<file path="config.mk">
export PLATFORM = sky130hd
export DESIGN_NAME = seq_divider
export DESIGN_NICKNAME = d
export VERILOG_FILES = /design/src/rtl/seq_divider.sv
export SDC_FILE = /design/constraint.sdc
export NUM_CORES = 1
export LEC_CHECK = 0
export ABC_CLOCK_PERIOD_IN_PS = 3450
export CAP_MARGIN = 10
export CELL_PAD_IN_SITES_DETAIL_PLACEMENT = 1
export CELL_PAD_IN_SITES_GLOBAL_PLACEMENT = 2
export CORE_MARGIN = 10
export CORE_UTILIZATION = 34
export CTS_CLUSTER_SIZE = 30
export DETAILED_ROUTE_END_ITERATION = 8
export GPL_TIMING_DRIVEN = 0
export HOLD_SLACK_MARGIN = 0.12
export PLACE_DENSITY_LB_ADDON = 0.08
export SLEW_MARGIN = 20
export SYNTH_ARGS = -nofsm -noshare
export SYNTH_HDL_FRONTEND = slang
export SYNTH_SLANG_ARGS = --single-unit
</file>
<file path="constraint.sdc">
create_clock -name clk -period 3.45 [get_ports clk]
set_input_delay 0.5175 -clock clk [delete_from_list [all_inputs] [get_ports clk]]
set_output_delay 0.5175 -clock clk [all_outputs]
set_load 0.05 [all_outputs]
</file>
<file path="src/rtl/seq_divider.sv">
// Sequential signed divider: 32-bit dividend by 16-bit divisor, one restoring
// step per cycle, saturating 16-bit quotient with overflow and zero-divisor flags.
module seq_divider (
  input  logic        clk,
  input  logic        rst_n,
  input  logic        enable,
  input  logic [31:0] dividend,
  input  logic [15:0] divisor,
  output logic        busy,
  output logic        done,
  output logic [15:0] quotient,
  output logic [15:0] remainder,
  output logic        div_by_zero,
  output logic        overflow
);

  typedef enum logic [2:0] {
    IDLE = 3'd0,
    LOAD = 3'd1,
    ITER = 3'd2,
    FIX  = 3'd3,
    DONE = 3'd4
  } state_t;

  localparam logic [31:0] POS_LIMIT = 32'd32767;
  localparam logic [31:0] NEG_LIMIT = 32'd32768;

  function automatic logic [32:0] abs33(input logic [32:0] v);
    logic [32:0] r;
    if (v[32]) begin
      r = 33'd0 - v;
    end else begin
      r = v;
    end
    return r;
  endfunction

  function automatic logic [16:0] abs17(input logic [16:0] v);
    logic [16:0] r;
    if (v[16]) begin
      r = 17'd0 - v;
    end else begin
      r = v;
    end
    return r;
  endfunction

  state_t      state_q,     state_d;
  logic [32:0] dvd_q,       dvd_d;
  logic [16:0] dvs_q,       dvs_d;
  logic [16:0] dvs_mag_q,   dvs_mag_d;
  logic        q_neg_q,     q_neg_d;
  logic        r_neg_q,     r_neg_d;
  logic [5:0]  cnt_q,       cnt_d;
  logic [16:0] prem_q,      prem_d;
  logic [31:0] qmag_q,      qmag_d;
  logic [15:0] quotient_q,  quotient_d;
  logic [15:0] remainder_q, remainder_d;
  logic        dbz_q,       dbz_d;
  logic        ovf_q,       ovf_d;
  logic        busy_q,      busy_d;
  logic        done_q,      done_d;

  logic [17:0] trial_s;
  logic        ge_s;
  logic [16:0] sub_s;
  logic [15:0] rem_fix_s;

  // Next-state and datapath computation for every FSM state
  always_comb begin
    state_d     = state_q;
    dvd_d       = dvd_q;
    dvs_d       = dvs_q;
    dvs_mag_d   = dvs_mag_q;
    q_neg_d     = q_neg_q;
    r_neg_d     = r_neg_q;
    cnt_d       = cnt_q;
    prem_d      = prem_q;
    qmag_d      = qmag_q;
    quotient_d  = quotient_q;
    remainder_d = remainder_q;
    dbz_d       = dbz_q;
    ovf_d       = ovf_q;

    // In ITER the upper dvd bit is zero, so bit 31 is the next magnitude bit
    trial_s   = {prem_q, dvd_q[31]};
    ge_s      = (trial_s >= {1'b0, dvs_mag_q});
    sub_s     = trial_s[16:0] - dvs_mag_q;
    if (r_neg_q) begin
      rem_fix_s = 16'd0 - prem_q[15:0];
    end else begin
      rem_fix_s = prem_q[15:0];
    end

    case (state_q)
      IDLE: begin
        if (enable) begin
          state_d = LOAD;
          dvd_d   = {dividend[31], dividend};
          dvs_d   = {divisor[15], divisor};
        end else begin
          state_d = IDLE;
        end
      end
      LOAD: begin
        dvd_d     = abs33(dvd_q);
        dvs_mag_d = abs17(dvs_q);
        q_neg_d   = dvd_q[32] ^ dvs_q[16];
        r_neg_d   = dvd_q[32];
        cnt_d     = 6'd0;
        prem_d    = 17'd0;
        qmag_d    = 32'd0;
        // A zero divisor skips the iterations; FIX publishes the flag
        if (dvs_q == 17'd0) begin
          state_d = FIX;
        end else begin
          state_d = ITER;
        end
      end
      ITER: begin
        dvd_d = {dvd_q[31:0], 1'b0};
        if (ge_s) begin
          prem_d = sub_s;
          qmag_d = {qmag_q[30:0], 1'b1};
        end else begin
          prem_d = trial_s[16:0];
          qmag_d = {qmag_q[30:0], 1'b0};
        end
        if (cnt_q == 6'd31) begin
          state_d = FIX;
        end else begin
          cnt_d = cnt_q + 6'd1;
        end
      end
      FIX: begin
        state_d = DONE;
        if (dvs_mag_q == 17'd0) begin
          quotient_d  = 16'd0;
          remainder_d = 16'd0;
          dbz_d       = 1'b1;
          ovf_d       = 1'b0;
        end else if (q_neg_q) begin
          dbz_d = 1'b0;
          if (qmag_q > NEG_LIMIT) begin
            quotient_d  = 16'h8000;
            remainder_d = 16'd0;
            ovf_d       = 1'b1;
          end else begin
            quotient_d  = 16'd0 - qmag_q[15:0];
            remainder_d = rem_fix_s;
            ovf_d       = 1'b0;
          end
        end else begin
          dbz_d = 1'b0;
          if (qmag_q > POS_LIMIT) begin
            quotient_d  = 16'h7FFF;
            remainder_d = 16'd0;
            ovf_d       = 1'b1;
          end else begin
            quotient_d  = qmag_q[15:0];
            remainder_d = rem_fix_s;
            ovf_d       = 1'b0;
          end
        end
      end
      DONE: begin
        state_d = IDLE;
      end
      default: begin
        state_d = IDLE;
      end
    endcase

    busy_d = (state_d == LOAD) || (state_d == ITER) || (state_d == FIX);
    done_d = (state_d == DONE);
  end

  // State, datapath and output registers with synchronous active-low reset
  always_ff @(posedge clk) begin
    if (!rst_n) begin
      state_q     <= IDLE;
      dvd_q       <= 33'd0;
      dvs_q       <= 17'd0;
      dvs_mag_q   <= 17'd0;
      q_neg_q     <= 1'b0;
      r_neg_q     <= 1'b0;
      cnt_q       <= 6'd0;
      prem_q      <= 17'd0;
      qmag_q      <= 32'd0;
      quotient_q  <= 16'd0;
      remainder_q <= 16'd0;
      dbz_q       <= 1'b0;
      ovf_q       <= 1'b0;
      busy_q      <= 1'b0;
      done_q      <= 1'b0;
    end else begin
      state_q     <= state_d;
      dvd_q       <= dvd_d;
      dvs_q       <= dvs_d;
      dvs_mag_q   <= dvs_mag_d;
      q_neg_q     <= q_neg_d;
      r_neg_q     <= r_neg_d;
      cnt_q       <= cnt_d;
      prem_q      <= prem_d;
      qmag_q      <= qmag_d;
      quotient_q  <= quotient_d;
      remainder_q <= remainder_d;
      dbz_q       <= dbz_d;
      ovf_q       <= ovf_d;
      busy_q      <= busy_d;
      done_q      <= done_d;
    end
  end

  assign busy        = busy_q;
  assign done        = done_q;
  assign quotient    = quotient_q;
  assign remainder   = remainder_q;
  assign div_by_zero = dbz_q;
  assign overflow    = ovf_q;

endmodule
</file>
==> results of run 1 <==
## synthesized netlist by cell type, drive strengths merged, types with 7 or more instances
master / instances / area, um^2
dfxtp: 162 / 3240
nand2: 146 / 548
nor2: 101 / 379
o21ai: 84 / 420
clkbuf: 66 / 253
a21oi: 50 / 250
a22oi: 50 / 375
inv: 37 / 139
xor2: 33 / 289
nor3: 32 / 165
nand3: 27 / 148
ha: 22 / 275
a22o: 18 / 158
xnor2: 18 / 158
a21boi: 17 / 128
o31ai: 17 / 128
nor4: 16 / 100
buf: 13 / 95.1
a211oi: 11 / 82.6
mux2i: 11 / 110
nand2b: 11 / 68.8
o211a: 11 / 110
and2: 10 / 62.6
or3: 10 / 63.8
o211ai: 9 / 67.6
and3: 8 / 51.3
a221o: 7 / 70.1
a2bb2oi: 7 / 61.3
a31oi: 7 / 43.8
a32o: 7 / 70.1
## worst max-delay path: cells and delay by family, from the launching register on
family	cells	cell delay, ns
buffers and inverters	3	0.56
DFF	1	0.33
and+or+nand+nor	1	0.25
adders and majority gates	2	0.61
AOI/OAI and AO/OA	5	1.28
## metrics by stage
stage	cells	power, mW
2_1_floorplan	1119	3.42
3_3_place_gp	1540	3.97
3_5_place_dp	1541	3.99
4_1_cts	1573	5.93
5_1_grt	1573	6.23
6_report	1573	5.86
## cells in the final DEF (no fill, tap or decap), types with 17 or more instances in the layout
cell	instances
xor2_1	33
nand2_1	146
a21boi_0	17
o21ai_0	83
clkbuf_1	65
xnor2_1	18
o31ai_1	17
clkdlybuf4s50_1	86
ha_1	22
a22o_1	18
nor3_1	31
dfxtp_1	162
a21oi_1	50
inv_1	37
nand3_1	26
nor2_1	101
clkbuf_16	17
a22oi_1	50
## state kept, by name, indices dropped and copies added, names as in the netlist
register / flops
quotient: 16
done: 1
state_q: 3
dvs_q: 16
qmag_q: 32
dvs_mag_q: 17
prem_q: 17
div_by_zero: 1
q_neg_q: 1
overflow: 1
r_neg_q: 1
dvd_q: 33
remainder: 16
busy: 1
cnt_q: 6
## cell type report
class	count	area, um^2	area share [%]
Timing Repair Buffer	87	868	8.01
Clock inverter	12	121	1.12
Buffer	79	348	3.21
Tap cell	335	419	3.87
Multi-Input combinational cell	841	5250	48.4
Sequential cell	162	3240	29.9
Clock buffer	20	457	4.21
Inverter	37	139	1.28
## kinds of logic (layout without fill, tap and decap cells)
kind of cell               after synthesis  after routing  share of synthesized area (%)
buffers and inverters                  116            235                           5.43
AOI/OAI and AO/OA                      351            351                           27.2
muxes                                   12             12                           1.35
xor gates and xnor gates                51             51                           4.98
and+or+nand+nor                        404            404                           21.6
adders and majority gates               23             23                           3.29
DFF                                    162            162                           36.2
## routing by layer
| layer | up-vias | GRT usage, % |
|---|---|---|
| met5 | - | 0 |
| met4 | 0 | 4.30 |
| met3 | 27 | 3.22 |
| met2 | 170 | 28.6 |
| met1 | 4172 | 23.8 |
| li1 | 4304 | - |
## worst min path at each step
stage                                             to  slack (ns)  cells past startpoint
after floorplan           dvs_mag_q[16]$_SDFFE_PN0P_        0.44                      2
after global placement    remainder[14]$_SDFFE_PN0P_        0.44                      2
after detailed placement   remainder[7]$_SDFFE_PN0P_        0.45                      2
after CTS                  remainder[7]$_SDFFE_PN0P_        0.46                      2
after global routing      remainder[11]$_SDFFE_PN0P_        0.49                      2
final                      remainder[7]$_SDFFE_PN0P_        0.45                      2
## report_power, final
| group | switching (mW) | internal, mW |
|---|---|---|
| logic | 1.12 | 0.712 |
| registers | 0.139 | 1.98 |
| clock network | 0.865 | 1.05 |
| total | 2.13 | 3.74 |
==> summary.txt, run 1 <==
Status
  • Status: finished clean

Setup path
  • CP max FO: 10
  • Crit path launch: dvd_q[31]$_SDFFE_PN0P_
  • Crit path DAT: 3.48 ns
  • Slowest CP cell: fa_1
  • Worst endpoint required time: 3.81 ns
  • Crit Reg-Reg Endpoint: prem_q[15]$_SDFFE_PN0N_
  • Startpoint Class: flop
  • FF-to-FF setup slack: 0.32 ns
  • Worst Reg-to-Reg Cells: 11
  • R2r startpoint: dvd_q[31]$_SDFFE_PN0P_
  • Critical Path End: prem_q[15]$_SDFFE_PN0N_
  • Crit path kind: reg -> reg
  • Worst path cell trace: inv_1, ha_1, inv_1, fa_1, a211oi_1, o21ai_0, o2111ai_1, nand3_1, buf_1, o2bb2a_1, o21ai_0
  • CP max stage delay: 0.43 ns
  • Setup crit end kind: flop

Yosys
  • Post-Synthesis Cells: 1119
  • Asr flop ratio synth: 0%
  • Synth Register Bits: 162
  • Sequential element share of the synthesized area: 36.2%
  • Average size of a mapped cell: 8.02 um^2
  • Cell Area, Synth: 0.00897 mm^2
  • Syn_nets: 1193
  • Post-synth cell types: 77
  • Ys flop type: dfxtp_1
  • Synth warn: 0
  • Post-synth EDFFs: 0

Flow run
  • Max Cap Viol: 0

Drt
  • Via/cell ratio: 5.51
  • Pre-Repair DR Iteration Count: 5
  • Antenna-violating nets left: 0
  • Met3 wire length: 1.33 mm
  • Routed len/inst: 19.0 um
  • WL met2: 13.7 mm
  • Metal-1 WL: 14.6 mm
  • Detailed Route WL: 29.9 mm
  • DRC violations left: 0
  • Vias: 8673
  • Initial drt markers: 433
  • DR top layer: met4

Placement
  • Post-DP HPWL: 22.2 mm
  • Post-DP Area: 0.0103 mm^2
  • Setup WS pre-CTS: 0.0734 ns
  • Buffers on Ports: 86
  • Routability cong.: 0.823

Floorplanning
  • Die X: 182 um
  • IO Pins: 87
  • Starting Density: 34.5%
  • Die Span Y: 182 um
  • Row count: 59
  • Die area: 0.0333 mm^2
  • CORE AREA: 0.0260 mm^2

STA
  • Endpoints failing setup: 0
  • Final setup margin: 0.324 ns
  • Clk_skew: 0.0165 ns
  • Final min period: 3.13 ns
  • Final TNS setup: 0 ns
  • Worst Tran Pin Value: 1.07 ns
  • F_max: 320 MHz
  • Slew HR: 28.1%
  • Max Slew Vio Count: 0
  • Crit share post-route: 90.6%
  • RSZ-0062 raised after global routing: no
  • Final hold violation count: 0
  • Worst hold slack: 0.453 ns

Pwr
  • VDD IR-drop max: 0.000257 V
  • Pwr Density: 541 mW/mm^2
  • Leakage: 4.04 nW

Global routing
  • Initial antenna violation count: 1
  • Largest net degree at the start of global routing: 17
  • Overflow after GRT: 0
  • GRT Overall Usage: 17.7%
  • First-pass GRT wire length: 48.5 mm
  • Vias in the first global route: 8727

Clock tree
  • H-tree depth: 4
  • # hold bufs at CTS: 0
  • Setup bufs post-CTS: 0
  • CTS Buf Count: 17
  • Worst-Skew Late Latency: 0.44 ns
  • Worst-path clk slew: 0.07 ns
  • Resize count post-CTS: 0
  • Clock root buffer: clkbuf_16
  • Clock sinks: 162
  • CTS tree: done
  • Clk buf depth: 2

Worst hold path
  • Hold Path Class: reg -> reg
  • Hold path start: remainder[7]$_SDFFE_PN0P_

Final layout
  • Share of cells above drive strength 1: 4.60%
  • Nets: 1299
  • Synth-to-Final Area Change: 20.9%
  • Final core area utilization: 41.7%
  • Cell area after layout: 0.0108 mm^2
  • Diodes inserted: 0
  • Fill cell count: 3146
No activity file was read; power rests on OpenSTA's default activity.
==> inputs of run 2 (changes only) <==
- MAX_ROUTING_LAYER: default -> met4
- PLACE_DENSITY_LB_ADDON: 0.08 -> 0.1
==> run 2 against run 1 <==
Sequential share of layout area fell by 0.19 points. Global-route usage rose by 0.71 points. Highest routed layer unchanged. Hold slack improved by 0.0028 ns. Flip-flop and latch count did not move. Utilization rose by 0.26 points. Die area did not move. Maximum frequency fell by 0.26%. Critical path type unchanged. Non-clock buffer count did not move. Sequential power barely moved. Register-to-register slack barely moved. Final cell count did not move.
==> summary.txt, run 2 (same netlist as run 1, synthesis figures left out) <==
Status
  • Status: finished clean (unchanged)

Clock tree
  • Worst-Skew Late Latency: 0.44 ns (about the same)
  • H-tree depth: 4 (unchanged)
  • Clock root buffer: clkbuf_16 (unchanged)
  • Resize count post-CTS: 0 (unchanged)
  • Setup bufs post-CTS: 0 (unchanged)
  • Clk buf depth: 2 (unchanged)
  • Clock sinks: 162 (unchanged)
  • CTS Buf Count: 17 (unchanged)
  • Worst-path clk slew: 0.08 ns (was 0.07 ns)
  • # hold bufs at CTS: 0 (unchanged)
  • CTS tree: done (unchanged)

Worst hold path
  • Hold path start: remainder[6]$_SDFFE_PN0P_ (was remainder[7]$_SDFFE_PN0P_)
  • WHS Path Cells: 2 (unchanged)
  • Hold Path Class: reg -> reg (unchanged)
  • Hold EP: remainder[6]$_SDFFE_PN0P_ (was remainder[7]$_SDFFE_PN0P_)

Global routing
  • Initial antenna violation count: 0 (was 1)
  • Largest net degree at the start of global routing: 17 (unchanged)
  • GRT Overall Usage: 18.4% (was 17.7%)
  • GRT met1 Usage: 25.0% (was 23.8%)
  • First-pass GRT wire length: 49.1 mm (was 48.5 mm)
  • M3 GR Usage: 2.51% (was 3.22%)
  • Most Used Layer, Global Route: met2 (unchanged)
  • Global routing usage on met2: 28.6% (about the same)
  • Overflow after GRT: 0 (unchanged)
  • Vias in the first global route: 8691 (was 8727)

STA
  • RSZ-0062 raised after global routing: no (unchanged)
  • Final TNS setup: 0 ns (unchanged)
  • Crit share post-route: 90.8% (was 90.6%)
  • Endpoints failing setup: 0 (unchanged)
  • Worst Tran Pin Value: 1.09 ns (was 1.07 ns)
  • Clk_skew: 0.0188 ns (was 0.0165 ns)
  • Final min period: 3.13 ns (about the same)
  • Final hold violation count: 0 (unchanged)
  • Slew HR: 27.1% (was 28.1%)
  • Max Slew Vio Count: 0 (unchanged)
  • F_max: 319 MHz (was 320 MHz)

Final layout
  • Nets: 1299 (unchanged)
  • Largest Register: dvd_q (unchanged)
  • Commonest non-fill, non-tap cell in the layout: dfxtp_1 (unchanged)
  • Diodes inserted: 0 (unchanged)
  • Cell area after layout: 0.0109 mm^2 (was 0.0108 mm^2)
  • Non-Filler Instances: 1573 (unchanged)
  • Commonest non-fill, non-tap cells in the layout: 162 x dfxtp_1, 146 x nand2_1, 101 x nor2_1 (unchanged)
  • Fill cell count: 3185 (was 3146)
  • Share of cells above drive strength 1: 4.60% (unchanged)
  • Max reg flops: 33 (unchanged)
  • Synth-to-Final Area Change: 21.6% (was 20.9%)
  • Biggest regs: dvd_q x33, qmag_q x32 (unchanged)

Flow run
  • Max Cap Viol: 0 (unchanged)

Drt
  • Via/cell ratio: 5.51 (about the same)
  • Pre-Repair DR Iteration Count: 5 (unchanged)
  • Detailed Route WL: 30.2 mm (was 29.9 mm)
  • Initial drt markers: 586 (was 433)
  • Antenna-violating nets left: 0 (unchanged)
  • DRC violations left: 0 (unchanged)
  • Vias: 8665 (was 8673)
  • Routed len/inst: 19.2 um (was 19.0 um)

Placement
  • Post-DP Area: 0.0103 mm^2 (about the same)
  • Post-Place Cells: 1541 (unchanged)
  • Post-DP HPWL: 22.5 mm (was 22.2 mm)
  • Buffers on Ports: 86 (unchanged)
  • Routability cong.: 0.844 (was 0.823)

Pwr
  • VDD IR-drop max: 0.000264 V (was 0.000257 V)
  • Power Total: 6.10 mW (was 5.86 mW)
  • Pint: 3.96 mW (was 3.74 mW)
  • Sw Ratio: 35.1% (was 36.3%)
  • Clock Power Share: 35.1% (was 32.6%)
  • Comb power frac: 30.2% (was 31.3%)
  • Reg power frac: 34.7% (was 36.1%)
  • Reported net switching power: 2.14 mW (was 2.13 mW)
  • Leakage: 4.08 nW (was 4.04 nW)
  • Pwr Density: 559 mW/mm^2 (was 541 mW/mm^2)

Floorplanning
  • Die X: 182 um (unchanged)
  • Die area: 0.0333 mm^2 (unchanged)
  • IO Pins: 87 (unchanged)
  • Starting Density: 34.5% (unchanged)
  • Row count: 59 (unchanged)
  • CORE AREA: 0.0260 mm^2 (unchanged)
  • Die Span Y: 182 um (unchanged)

Setup path
  • R2r startpoint: dvd_q[31]$_SDFFE_PN0P_ (unchanged)
  • Crit path DAT: 3.44 ns (was 3.48 ns)
  • Worst Reg-to-Reg Cells: 10 (was 11)
  • Crit path kind: reg -> reg (unchanged)
  • Crit Reg-Reg Endpoint: prem_q[10]$_SDFFE_PN0N_ (was prem_q[15]$_SDFFE_PN0N_)
  • CP max FO: 5 (was 10)
  • Worst endpoint required time: 3.75 ns (was 3.81 ns)
  • Setup crit end kind: flop (unchanged)
  • FF-to-FF setup slack: 0.32 ns (about the same)
  • Startpoint Class: flop (unchanged)
==> run 2: cell count changes in the layout (fill, tap and decap cells not counted) <==
| cell | delta |
|---|---|
| clkinv_2 | -1 |
| buf_4 | -1 |
| clkinvlp_4 | -2 |
| buf_2 | +1 |
| bufinv_16 | +3 |
==> run 2: final cells by class <==
type / instances / area, um^2 / share of cell area (%)
buffer: 79 / 348 / 3.19
clock buffer: 20 / 457 / 4.19
clock inverter: 12 / 191 / 1.75
inverter: 37 / 139 / 1.27
multi-input combinational: 841 / 5250 / 48.1
sequential: 162 / 3240 / 29.7
tap: 335 / 419 / 3.84
timing repair buffer: 87 / 866 / 7.94
==> run 2: worst max-delay path by stage <==
| stage | startpoint | to | slack, ns | cells past startpoint |
|---|---|---|---|---|
| after floorplan | dvd_q[31]$_SDFFE_PN0P_ | prem_q[15]$_SDFFE_PN0N_ | 0.92 | 11 |
| after global placement | rst_n | overflow$_SDFFE_PN0P_ | 0.05 | 8 |
| after detailed placement | rst_n | overflow$_SDFFE_PN0P_ | 0.09 | 8 |
| after CTS | dvd_q[31]$_SDFFE_PN0P_ | prem_q[1]$_SDFFE_PN0N_ | 0.33 | 10 |
| after global routing | state_q[0]$_SDFF_PN0_ | dvd_q[16]$_SDFFE_PN0P_ | 0.05 | 8 |
| final | dvd_q[31]$_SDFFE_PN0P_ | prem_q[10]$_SDFFE_PN0N_ | 0.32 | 10 |
==> run 2: power groups by stage <==
stage / clock [mW] / combinational, mW / sequential, mW
after global placement: 0 / 1.82 / 2.15
after global routing: 2.27 / 2.05 / 2.13
after floorplan: 0 / 1.31 / 2.12
after detailed placement: 0 / 1.84 / 2.16
final: 2.14 / 1.84 / 2.12
after CTS: 2.19 / 1.85 / 2.11
==> run 2: worst max-delay path, cell delays in order (launching register included) <==
cell and delay, ns:
dfxtp_1 0.33, inv_1 0.13, ha_1 0.17, inv_1 0.05
fa_1 0.42, a211oi_1 0.34, o21ai_0 0.25, o21ai_0 0.69
nor3b_1 0.11, o311ai_0 0.38, o211ai_1 0.14
==> run 2: through the flow <==
step / hold WS (ns) / utilization (%) / worst slack, ns
4_1_cts: 0.460 / 42.0 / 0.326
5_1_grt: 0.478 / 42.0 / 0.0482
6_report: 0.455 / 42.0 / 0.316
2_1_floorplan: 0.436 / - / 0.921
3_3_place_gp: 0.437 / 39.5 / 0.0464
3_5_place_dp: 0.445 / 39.5 / 0.0932
==> run 2: metal layers <==
metal  part of all wire (%)  wire [um]
met1                     51      15500
met5                      0          0
met3                    2.5        766
met2                     46      13800
met4                   0.77        232
==> inputs of run 3 (changes only) <==
- GPL_TIMING_DRIVEN: 0 -> default
==> run 3 against run 2 <==
Non-clock buffer count decreased by 60. Combinational power is 4% lower. Power shrank 5.7%. Die area unchanged. Sequential share of layout area is 0.71 points higher. Register-to-register slack better by 0.26 ns. Worst setup slack better by 0.26 ns. Critical endpoint is now dvd_q[22]$_SDFFE_PN0P_. Final cell count shrank 3.8%. Via count is 4.5% lower. Utilization decreased by 0.98 points. Clock power decreased by 14%. Hold slack gained 0.0021 ns.
==> summary.txt, run 3 (same netlist as run 1, synthesis figures left out) <==
Floorplanning
  • Die X: 182 um (unchanged)
  • IO Pins: 87 (unchanged)
  • Row count: 59 (unchanged)
  • Die Span Y: 182 um (unchanged)
  • CORE AREA: 0.0260 mm^2 (unchanged)
  • Die area: 0.0333 mm^2 (unchanged)
  • Starting Density: 34.5% (unchanged)

Clock tree
  • CTS Buf Count: 17 (unchanged)
  • Clk buf depth: 2 (unchanged)
  • CTS tree: done (unchanged)
  • H-tree depth: 4 (unchanged)
  • Clock sinks: 162 (unchanged)
  • Setup bufs post-CTS: 0 (unchanged)
  • Clock root buffer: clkbuf_16 (unchanged)
  • Worst-path clk slew: 0.07 ns (was 0.08 ns)
  • # hold bufs at CTS: 0 (unchanged)
  • Worst-Skew Late Latency: 0.44 ns (about the same)
  • Resize count post-CTS: 0 (unchanged)

STA
  • Max Slew Vio Count: 0 (unchanged)
  • Clk_skew: 0.0177 ns (was 0.0188 ns)
  • Crit share post-route: 83.2% (was 90.8%)
  • Final hold violation count: 0 (unchanged)
  • Slew HR: 35.3% (was 27.1%)
  • Worst Tran Pin Value: 0.969 ns (was 1.09 ns)
  • Endpoints failing setup: 0 (unchanged)
  • Final TNS setup: 0 ns (unchanged)
  • Final min period: 2.87 ns (was 3.13 ns)
  • RSZ-0062 raised after global routing: no (unchanged)
  • F_max: 348 MHz (was 319 MHz)

Final layout
  • Largest Register: dvd_q (unchanged)
  • Nets: 1239 (was 1299)
  • Share of cells above drive strength 1: 6.20% (was 4.60%)
  • Commonest non-fill, non-tap cells in the layout: 162 x dfxtp_1, 146 x nand2_1, 100 x nor2_1 (was 162 x dfxtp_1, 146 x nand2_1, 101 x nor2_1)
  • Diodes inserted: 0 (unchanged)
  • Max reg flops: 33 (unchanged)
  • Cell area after layout: 0.0107 mm^2 (was 0.0109 mm^2)
  • Biggest regs: dvd_q x33, qmag_q x32 (unchanged)
  • Synth-to-Final Area Change: 18.8% (was 21.6%)
  • Commonest non-fill, non-tap cell in the layout: dfxtp_1 (unchanged)

Global routing
  • Largest net degree at the start of global routing: 53 (was 17)
  • Initial antenna violation count: 0 (unchanged)
  • Overflow after GRT: 0 (unchanged)
  • GRT Overall Usage: 16.6% (was 18.4%)
  • Vias in the first global route: 8416 (was 8691)
  • First-pass GRT wire length: 45.5 mm (was 49.1 mm)

Setup path
  • Crit path DAT: 3.18 ns (was 3.44 ns)
  • CP max stage delay: 0.57 ns (was 0.69 ns)
  • Slowest CP cell: or4b_1 (was o21ai_0)
  • Crit path kind: reg -> reg (unchanged)
  • Startpoint Class: flop (unchanged)
  • FF-to-FF setup slack: 0.58 ns (was 0.32 ns)
  • Setup crit end kind: flop (unchanged)
  • Worst endpoint required time: 3.76 ns (was 3.75 ns)
  • CP max FO: 10 (was 5)
  • Worst path cell trace: inv_1, ha_1, or4b_1, nor3b_4, nand3_4, or3_1, a222oi_1, a21oi_1 (was inv_1, ha_1, inv_1, fa_1, a211oi_1, o21ai_0, o21ai_0, nor3b_1, o311ai_0, o211ai_1)

Pwr
  • Pwr Density: 540 mW/mm^2 (was 559 mW/mm^2)
  • Leakage: 4.01 nW (was 4.08 nW)
  • VDD IR-drop max: 0.000275 V (was 0.000264 V)

Drt
  • Vias: 8279 (was 8665)
  • Routed len/inst: 17.9 um (was 19.2 um)
  • DRC violations left: 0 (unchanged)
  • Via/cell ratio: 5.47 (was 5.51)
  • Antenna-violating nets left: 0 (unchanged)
  • Initial drt markers: 426 (was 586)
  • Pre-Repair DR Iteration Count: 5 (unchanged)
  • Detailed Route WL: 27.1 mm (was 30.2 mm)

Placement
  • Post-DP Area: 0.0101 mm^2 (was 0.0103 mm^2)
  • Routability cong.: 0.777 (was 0.844)
  • Buffers on Ports: 86 (unchanged)
  • Post-DP HPWL: 19.7 mm (was 22.5 mm)

Status
  • Status: finished clean (unchanged)

Worst hold path
  • Hold Path Class: reg -> reg (unchanged)

Flow run
  • Max Cap Viol: 0 (unchanged)
## run 3: path summary, 6_finish.rpt
kind,endpoint,cells past startpoint,start
min,remainder[15]$_SDFFE_PN0P_,2,remainder[15]$_SDFFE_PN0P_
min reg2reg,remainder[15]$_SDFFE_PN0P_,2,remainder[15]$_SDFFE_PN0P_
max,dvd_q[22]$_SDFFE_PN0P_,8,dvd_q[0]$_SDFFE_PN0P_
max reg2reg,dvd_q[22]$_SDFFE_PN0P_,8,dvd_q[0]$_SDFFE_PN0P_
## run 3: power breakdown
group,internal (mW),switching (mW),total (mW)
combinational,0.735,1.03,1.76
clock,0.968,0.880,1.85
sequential,1.98,0.168,2.14
## run 3: layout make-up
| type | count | area, um^2 |
|---|---|---|
| Fill cell | 3153 | 15300 |
| Multi-Input combinational cell | 841 | 5280 |
| Sequential cell | 162 | 3240 |
| Timing Repair Buffer | 106 | 1010 |
| Clock buffer | 18 | 439 |
| Tap cell | 335 | 419 |
| Inverter | 37 | 139 |
| Clock inverter | 14 | 123 |
## run 3: critical path: cells and delay by family (launching register included)
kind / cells / cell delay (ns)
compound gates: 2 / 0.44
simple gates: 4 / 1.68
flops: 1 / 0.35
buf+inv: 1 / 0.07
fa+ha+maj: 1 / 0.22
## run 3: routing by layer
layer  routed length [um]  vias up  share of wire (%)  track usage, %
met2                11900      127                 44            25.1
met3                  800       15                3.0            2.55
li1                     -     4164                  -               -
met4                  226        0               0.83            3.64
met5                    0        -                  0               -
met1                14200     3973                 52            23.0
## run 3: through the flow
stage	setup slack (ns)	utilization (%)	power [mW]	hold slack (ns)	std cells
3_3_place_gp	0.698	38.8	3.95	0.436	1481
6_report	0.580	41.0	5.75	0.457	1513
5_1_grt	0.392	41.0	6.15	0.479	1513
2_1_floorplan	0.921	-	3.42	0.436	1119
3_5_place_dp	0.579	38.8	3.96	0.445	1481
4_1_cts	0.587	41.0	5.84	0.463	1513
